===== src/rtl/ddr3_pix_pack.sv =====
// ddr3_pix_pack
//   Packs PIX_PER_WORD pixels, LSB-first, into CACHE_WIDTH-bit words and buffers
//   them in a word FIFO. The FIFO drains toward the DDR3 write stage whenever
//   that stage is ready. A line that ends mid-word is flushed as a zero-padded
//   partial word. A Vsync rising edge discards any partial word but keeps the
//   words already in the FIFO.
//
// Ports
//   clk          : single clock, rising edge
//   rst          : synchronous active-high reset
//   Vsync        : frame sync; a rising edge starts a frame
//   Hsync        : line sync; accepted, not used
//   DE           : pixel valid
//   pix_data     : pixel, sampled when DE=1
//   wr_rdy       : downstream can accept a word this cycle
//   ddr3_din_en  : one-cycle strobe per output word
//   ddr3_din     : packed word, valid while ddr3_din_en=1
//   frame_start  : one-cycle pulse after a Vsync rising edge
//   fifo_level   : current FIFO occupancy
//   ovf          : sticky overflow flag, cleared only by rst
module ddr3_pix_pack #(
  parameter int PIX_WIDTH    = 32,
  parameter int PIX_PER_WORD = 4,
  parameter int CACHE_WIDTH  = 128,
  parameter int FIFO_DEPTH   = 16
) (
  input  logic                          clk,
  input  logic                          rst,
  input  logic                          Vsync,
  input  logic                          Hsync,
  input  logic                          DE,
  input  logic [PIX_WIDTH-1:0]          pix_data,
  input  logic                          wr_rdy,
  output logic                          ddr3_din_en,
  output logic [CACHE_WIDTH-1:0]        ddr3_din,
  output logic                          frame_start,
  output logic [$clog2(FIFO_DEPTH):0]   fifo_level,
  output logic                          ovf
);

  localparam int CW = (PIX_PER_WORD > 1) ? $clog2(PIX_PER_WORD) : 1;
  localparam int AW = (FIFO_DEPTH > 1) ? $clog2(FIFO_DEPTH) : 1;
  localparam int LW = $clog2(FIFO_DEPTH) + 1;

  logic unused_hsync;
  assign unused_hsync = Hsync;

  logic                   vsync_q;
  logic                   de_q;
  logic                   vs_rise;
  logic [CW-1:0]          pack_cnt;
  logic [CACHE_WIDTH-1:0] pack_word;
  logic [CACHE_WIDTH-1:0] pack_filled;
  logic                   pack_last;

  // Completed (or flushed) word, staged one cycle before entering the FIFO.
  logic                   wr_req;
  logic [CACHE_WIDTH-1:0] wr_data;

  logic [CACHE_WIDTH-1:0] mem [FIFO_DEPTH];
  logic [AW-1:0]          wr_ptr;
  logic [AW-1:0]          rd_ptr;
  logic                   fifo_full;
  logic                   fifo_empty;
  logic                   do_wr;
  logic                   do_pop;

  assign vs_rise   = Vsync & ~vsync_q;
  assign pack_last = (pack_cnt == CW'(PIX_PER_WORD - 1));

  always_comb begin
    pack_filled = pack_word;
    pack_filled[pack_cnt*PIX_WIDTH +: PIX_WIDTH] = pix_data;
  end

  // Packer. Vsync rise has priority: it drops the partial word and the pixel
  // on the same edge. Completed words leave pack_word cleared, so any later
  // partial flush is zero-padded in the unfilled slots.
  always_ff @(posedge clk) begin
    if (rst) begin
      vsync_q     <= 1'b0;
      de_q        <= 1'b0;
      frame_start <= 1'b0;
      pack_cnt    <= '0;
      pack_word   <= '0;
      wr_req      <= 1'b0;
      wr_data     <= '0;
    end else begin
      vsync_q     <= Vsync;
      de_q        <= DE;
      frame_start <= vs_rise;
      wr_req      <= 1'b0;
      if (vs_rise) begin
        pack_cnt  <= '0;
        pack_word <= '0;
      end else if (DE) begin
        if (pack_last) begin
          wr_req    <= 1'b1;
          wr_data   <= pack_filled;
          pack_cnt  <= '0;
          pack_word <= '0;
        end else begin
          pack_cnt  <= pack_cnt + CW'(1);
          pack_word <= pack_filled;
        end
      end else if (de_q && (pack_cnt != '0)) begin
        wr_req    <= 1'b1;
        wr_data   <= pack_word;
        pack_cnt  <= '0;
        pack_word <= '0;
      end
    end
  end

  assign fifo_full  = (fifo_level == LW'(FIFO_DEPTH));
  assign fifo_empty = (fifo_level == '0);
  assign do_pop     = wr_rdy & ~fifo_empty;
  // A pop frees the slot on the same edge, so a full FIFO still takes the word.
  assign do_wr      = wr_req & (~fifo_full | do_pop);

  // Storage is not reset; pointers and level define what is valid.
  always_ff @(posedge clk) begin
    if (do_wr) mem[wr_ptr] <= wr_data;
  end

  always_ff @(posedge clk) begin
    if (rst) begin
      wr_ptr      <= '0;
      rd_ptr      <= '0;
      fifo_level  <= '0;
      ovf         <= 1'b0;
      ddr3_din_en <= 1'b0;
      ddr3_din    <= '0;
    end else begin
      ddr3_din_en <= do_pop;
      if (do_pop) begin
        ddr3_din <= mem[rd_ptr];
        rd_ptr   <= rd_ptr + AW'(1);
      end
      if (do_wr) wr_ptr <= wr_ptr + AW'(1);
      if (wr_req && !do_wr) ovf <= 1'b1;
      case ({do_wr, do_pop})
        2'b10:   fifo_level <= fifo_level + LW'(1);
        2'b01:   fifo_level <= fifo_level - LW'(1);
        default: fifo_level <= fifo_level;
      endcase
    end
  end

endmodule


===== config.mk =====
export PLATFORM = sky130hd
export DESIGN_NAME = ddr3_pix_pack
export DESIGN_NICKNAME = d
export VERILOG_FILES = /design/src/rtl/ddr3_pix_pack.sv
export SDC_FILE = /design/constraint.sdc
export NUM_CORES = 2
export LEC_CHECK = 0
export ABC_CLOCK_PERIOD_IN_PS = 14810
export BUFFER_PORTS_ARGS = -buffer_cell sky130_fd_sc_hd__buf_2
export CORE_AREA = 2 2 463 511
export DETAILED_ROUTE_END_ITERATION = 12
export DIE_AREA = 0 0 465 513
export PLACE_DENSITY = 0.57
export SLEW_MARGIN = 20
export SYNTH_ARGS = -nofsm -noshare
export SYNTH_HDL_FRONTEND = slang
export SYNTH_SLANG_ARGS = --single-unit
export TNS_END_PERCENT = 5

===== constraint.sdc =====
create_clock -name clk -period 14.81 [get_ports clk]
set_input_delay 0.7405 -clock clk [delete_from_list [all_inputs] [get_ports clk]]
set_output_delay 0.7405 -clock clk [all_outputs]
set_load 0.02 [all_outputs]

# Word-level counts from Yosys, hierarchy flattened
# Memories as Yosys holds them, arrays and structs flattened. A register that Yosys moved wholly into a read port is not among the register bits.
# Cells that the tools add are included.
word_totals:
  regBits: 277
  latch_bits: 0
  ram_bits: 2048
  mem_bits_ro: 0
  in_bits: 38
  output_inout_bits: 136
  elab_cells: 59
  memories: 1
op_classes:
  n_addsub: 6
  mul: 0
  div_mod_pow: 0
  n_lt_le_gt_ge: 0
  n_eq_ne: 5
  shifts: 2
  muxes: 16
  bitwise: 8
  reduce_logical: 9
memory_table:
  columns: ["memory", "words", "word_bits", "rd", "rd_ports_with_merged_regs", "wr", "line_no", "source"]
  rows:
  - ["mem", 16, 128, 1, 1, 1, "60", "logic [CACHE_WIDTH-1:0] mem [FIFO_DEPTH];"]
op_table:
  columns: ["op", "count"]
  rows:
  - ["$mux 128", 6]
  - ["$bwmux 128", 1]
  - ["$shift 32x34->128 const A", 1]
  - ["$shiftx 32x34->128", 1]
  - ["$neg 7->34", 1]
  - ["$pmux 5 s2", 1]
  - ["$add 4x1->4 const B", 2]
  - ["$mux 2", 3]
  - ["$reduce_bool 2->1", 3]
  - ["$add 5x1->5 const B", 1]
  - ["$eq 5x5->1 const B", 1]
  - ["$logic_not 5->1", 1]
  - ["$mux 1", 5]
  - ["$sub 5x1->5 const B", 1]
  - ["$eq 2x2->1 const B", 2]
  - ["$not 1->1", 4]
  - ["$and 1x1->1", 3]
  - ["$reduce_and 3->1", 1]
  - ["$add 2x1->2 const B", 1]
  - ["$eq 2x1->1 const B", 1]
  - ["$logic_and 1x1->1", 2]
  - ["$ne 2x1->1 const B", 1]
  - ["$reduce_or 2->1", 1]
  - ["$logic_not 1->1", 1]
  - ["$or 1x1->1", 1]

# Longest topological paths before layout
depth:
  depth_word: 7
  depth_mapped: 9
  depth_no_buf: 8

# Least setup slack after synthesis
# Ideal clock, no wire load.
synth_path:
  kind: "in2reg"
  startpoint: "input port wr_rdy"
  endpoint: "memory mem[0][0] (enable)"
  setup_ns: 0.772
  t_arrival_ns: 9.966
  t_required_ns: 14.038
  setup_slack_ns: 4.072
  stages: 4
  n_path_buf: 0
  path_cell_list: "nand2b_1 > o21a_1 > nand2_1 > nor3_1"
synth_between:
  elab_chain_cells: 5
synth_lines:
  columns: ["item", "line_no", "source"]
  rows:
  - ["start: declaration", "33", "input logic wr_rdy,"]
  - ["$and 1x1->1", "117", "assign do_pop = wr_rdy & ~fifo_empty;"]
  - ["$or 1x1->1", "119", "assign do_wr = wr_req & (~fifo_full | do_pop);"]
  - ["$and 1x1->1", "119", null]
  - ["$mux 1", "123", "if (do_wr) mem[wr_ptr] <= wr_data;"]
  - ["$mux 1 (not written as such)", "123", null]
  - ["end: declaration", "60", null]
# Every way passes these cells.

==> metrics.md <==
| Metric | Value |
|---|---|
| Slew Limit Fails | `0` |
| Critical path startpoint category | `register` |
| Required time of the worst setup path | `15.55 ns` |
| Via count | `46432` |
| Fin cells | `8161` |
| Synth Flop Type | `edfxtp_1` |
| CTS HTree Levels | `4` |
| Outcome | `completed` |
| CP Class | `reg2reg` |
| Buf/Inv on CP | `3` |
| DP HPWL | `122300 um` |
| GPL Wtd Cong | `0.7434` |
| Most common cell in the synthesized netlist | `edfxtp_1` |
| Unique masters post-synth | `49` |
| Number of DRC markers in iteration 0 | `4527` |
| Clock root buffer | `clkbuf_16` |
| CP endpoint kind | `register` |
| Final period utilization | `31.66%` |
| Starting Density | `39.93%` |
| Post-CTS setup buffers | `0` |
| FP Rows | `186` |
| Fmax achieved | `0.2133 GHz` |
| Switching Share | `24.55%` |
| Psw | `3.809 mW` |
| Vias per inst | `5.689` |
| Register area share after synthesis | `74.83%` |
| CTS tree | `done` |
| Syn_area_per_cell | `20.05 um2` |
| DR pass1 iterations | `5` |
| Setup Total Neg Slack | `0 ns` |
| Worst Path Arrival | `5.43 ns` |
| Max cap viols | `0` |
| Layout Nets | `4888` |
| Top cells by area, synth | `edfxtp_1, mux4_2, dfxtp_1` |
| Gr usage total | `19.70%` |
| Leak Pwr | `34.39 nW` |
| Min-delay src | `Vsync` |
| Post-Syn Area | `0.09301 mm2` |
| Register area | `0.06962 mm2` |
| Hold Vio Cnt, Final | `0` |
| Share of layout cells above drive strength 1 | `27.48%` |
| Pre-CTS setup slack | `9.872 ns` |
| # hold bufs at CTS | `0` |
| Clk sinks | `2453` |
| PwrDens | `147.0 mW/mm2` |
| Worst r2r src | `rd_ptr[1]` |
| Number of port buffers | `172` |
| Post-layout min period | `4.689 ns` |
| Crit path from | `rd_ptr[1]` |
| Synthesized flop and latch total | `2453` |
| First-pass GRT wire length | `342700 um` |
| Routed length per instance | `29.08 um` |
| Number of antenna violations at the first check in global routing | `26` |
| Maximum fanout along the worst path | `99` |
| Crit path max-delay family | `buffers and inverters` |
| Number of fill cells | `19573` |
| Register share of total power | `50.0%` |
| Largest net degree at the start of global routing | `112` |
| Slowest cell on crit path | `buf_4` |
| Top cells by count, synth | `edfxtp_1, mux4_2, dfxtp_1, nor2_1, a22o_1` |
| Worst-path cell chain | `buf_12 -> buf_4 -> buf_4 -> mux4_2 -> mux2_2 -> a221o_1` |
| GR Overflow Total | `0` |
| Tot Pwr | `15.51 mW` |
| Setup violators final | `0` |
| Min-delay worst type | `in2reg` |
| Multi-input logic area | `0.02218 mm2` |
| P&R area growth vs syn | `13.48%` |
| Die height | `513 um` |
| Final Core Density | `45.31%` |
| DR DRC count | `0` |
| CTS Buf Count | `234` |
| Clock share of power | `39.9%` |
| Antenna viol nets, final | `0` |
| Clock skew | `0.05939 ns` |
| Worst setup margin | `10.12 ns` |
| RSZ-0062 raised after global routing | `no` |
| Syn nets | `4693` |
| Die area | `0.2385 mm2` |
| Cells after Synth | `4640` |
| Combinational share of power | `10.1%` |
| Post_cts resized | `0` |
| VDD IR max | `0.1135 mV` |
| Placed Cells | `7700` |
| Slew margin rel. | `24.47%` |
| Post-synth ARST share | `0%` |
| Core area | `0.2330 mm2` |
| Top cell type's share of synthesized area | `66.12%` |
| IO Pins | `174` |
| Slowest cell delay on critical path | `0.80 ns` |
| Post-synth EDFFs | `2048` |
| Vias in the first global route | `48071` |
| P_int | `11.70 mW` |
| Die Wd | `465 um` |
| Clock transition at path regs | `0.06 ns` |
| Synthesis Warnings | `0` |
| Clk_lat worst skew | `0.90 ns` |
| Buffer depth of the longest clock path | `3` |
| Worst Max-Slew Pin Slew | `1.133 ns` |
| Synth area leader | `edfxtp_1` |
| Critical Path Most Common Cell | `buf_4` |
| Routed wire length | `237300 um` |
[metrics by stage]
stage	area, um2	hold WS, ns
floorplan	93010	0.3828
global placement	97480	0.3903
detailed placement	97480	0.3983
CTS	105500	0.07301
global route	105500	0.1094
finish	105600	0.1364
[final timing paths]
path	endpoint	slack, ns	cells past startpoint
worst max-delay path	ddr3_din[109]	10.12	6
worst min-delay path	vsync_q	0.14	2
worst max register to register	ddr3_din[109]	10.12	6
worst min register to register	frame_start	0.40	1
[placed cells by master (no fill, tap or decap), types with 5 or more instances in the layout]
cell        instances
a21oi_1            21
a221o_1           111
a22o_1            255
a22oi_1           146
buf_12             12
buf_2             171
buf_4              88
bufinv_16          25
clkbuf_1           52
clkbuf_16         238
clkbuf_8           29
clkinv_1           34
clkinv_2           42
clkinvlp_4         11
dfxtp_1           402
diode_2            11
edfxtp_1         2048
ha_1               14
inv_1              12
inv_16              5
mux2_2            238
mux2i_1           183
mux4_2            478
nand2_1            16
nand2b_1            5
nor2_1            252
nor2_4             13
nor2b_1             5
nor3_1             18
nor3_2              5
o211ai_1            5
o21ai_0            18
o22ai_1            34
xor2_1              5
[flip-flops by register name, summed over array words and instances, names as in the netlist]
register / count
de_q: 1
pack_word: 128
wr_req: 1
ddr3_din_en: 1
wr_ptr: 4
pack_cnt: 2
vsync_q: 1
mem: 2048
rd_ptr: 4
ovf: 1
fifo_level: 5
ddr3_din: 128
wr_data: 128
frame_start: 1
[area by class of cell]
cell class | count | share of cell area, %
antenna | 11 | 0.02608
multi-input combinational | 1861 | 21.02
clock inverter | 130 | 1.401
sequential | 2453 | 65.95
clock buffer | 319 | 6.205
inverter | 13 | 0.04623
tap | 3102 | 3.677
timing repair buffer | 272 | 1.675
[power groups by stage]
stage                     clock, mW  sequential [mW]  combinational, mW
final                          6.18             7.76               1.57
after global routing           6.54             7.78               1.68
after CTS                      6.29             7.76               1.61
after detailed placement          0             7.91               1.60
after global placement            0             7.91               1.60
after floorplan                   0             7.95              0.933
[per-layer routing]
metal / vias up / wire length, um / GRT usage [%] / part of all wire, %
met1: 25028 / 101000 / 26.78 / 43
met3: 336 / 13010 / 2.968 / 5.5
li1: 19634 / - / - / -
met4: 0 / 6139 / 5.773 / 2.6
met2: 1434 / 117200 / 32.84 / 49
met5: - / 0 / 0 / 0
[cells by family (layout without fill, tap and decap cells)]
| kind of cell | Yosys count | count (layout) | share of synthesized area (%) |
|---|---|---|---|
| multiplexers | 900 | 900 | 16.44 |
| XOR/XNOR | 7 | 7 | 0.06591 |
| other | 0 | 11 | 0 |
| flip-flops | 2453 | 2453 | 74.83 |
| AND/OR/NAND/NOR | 333 | 333 | 1.480 |
| AO/OA/AOI/OAI | 606 | 606 | 5.414 |
| adder cells (fa/ha/maj) | 15 | 15 | 0.2098 |
| buffers and inverters | 326 | 734 | 1.559 |
Note: power is estimated with default switching activity, not from simulation.
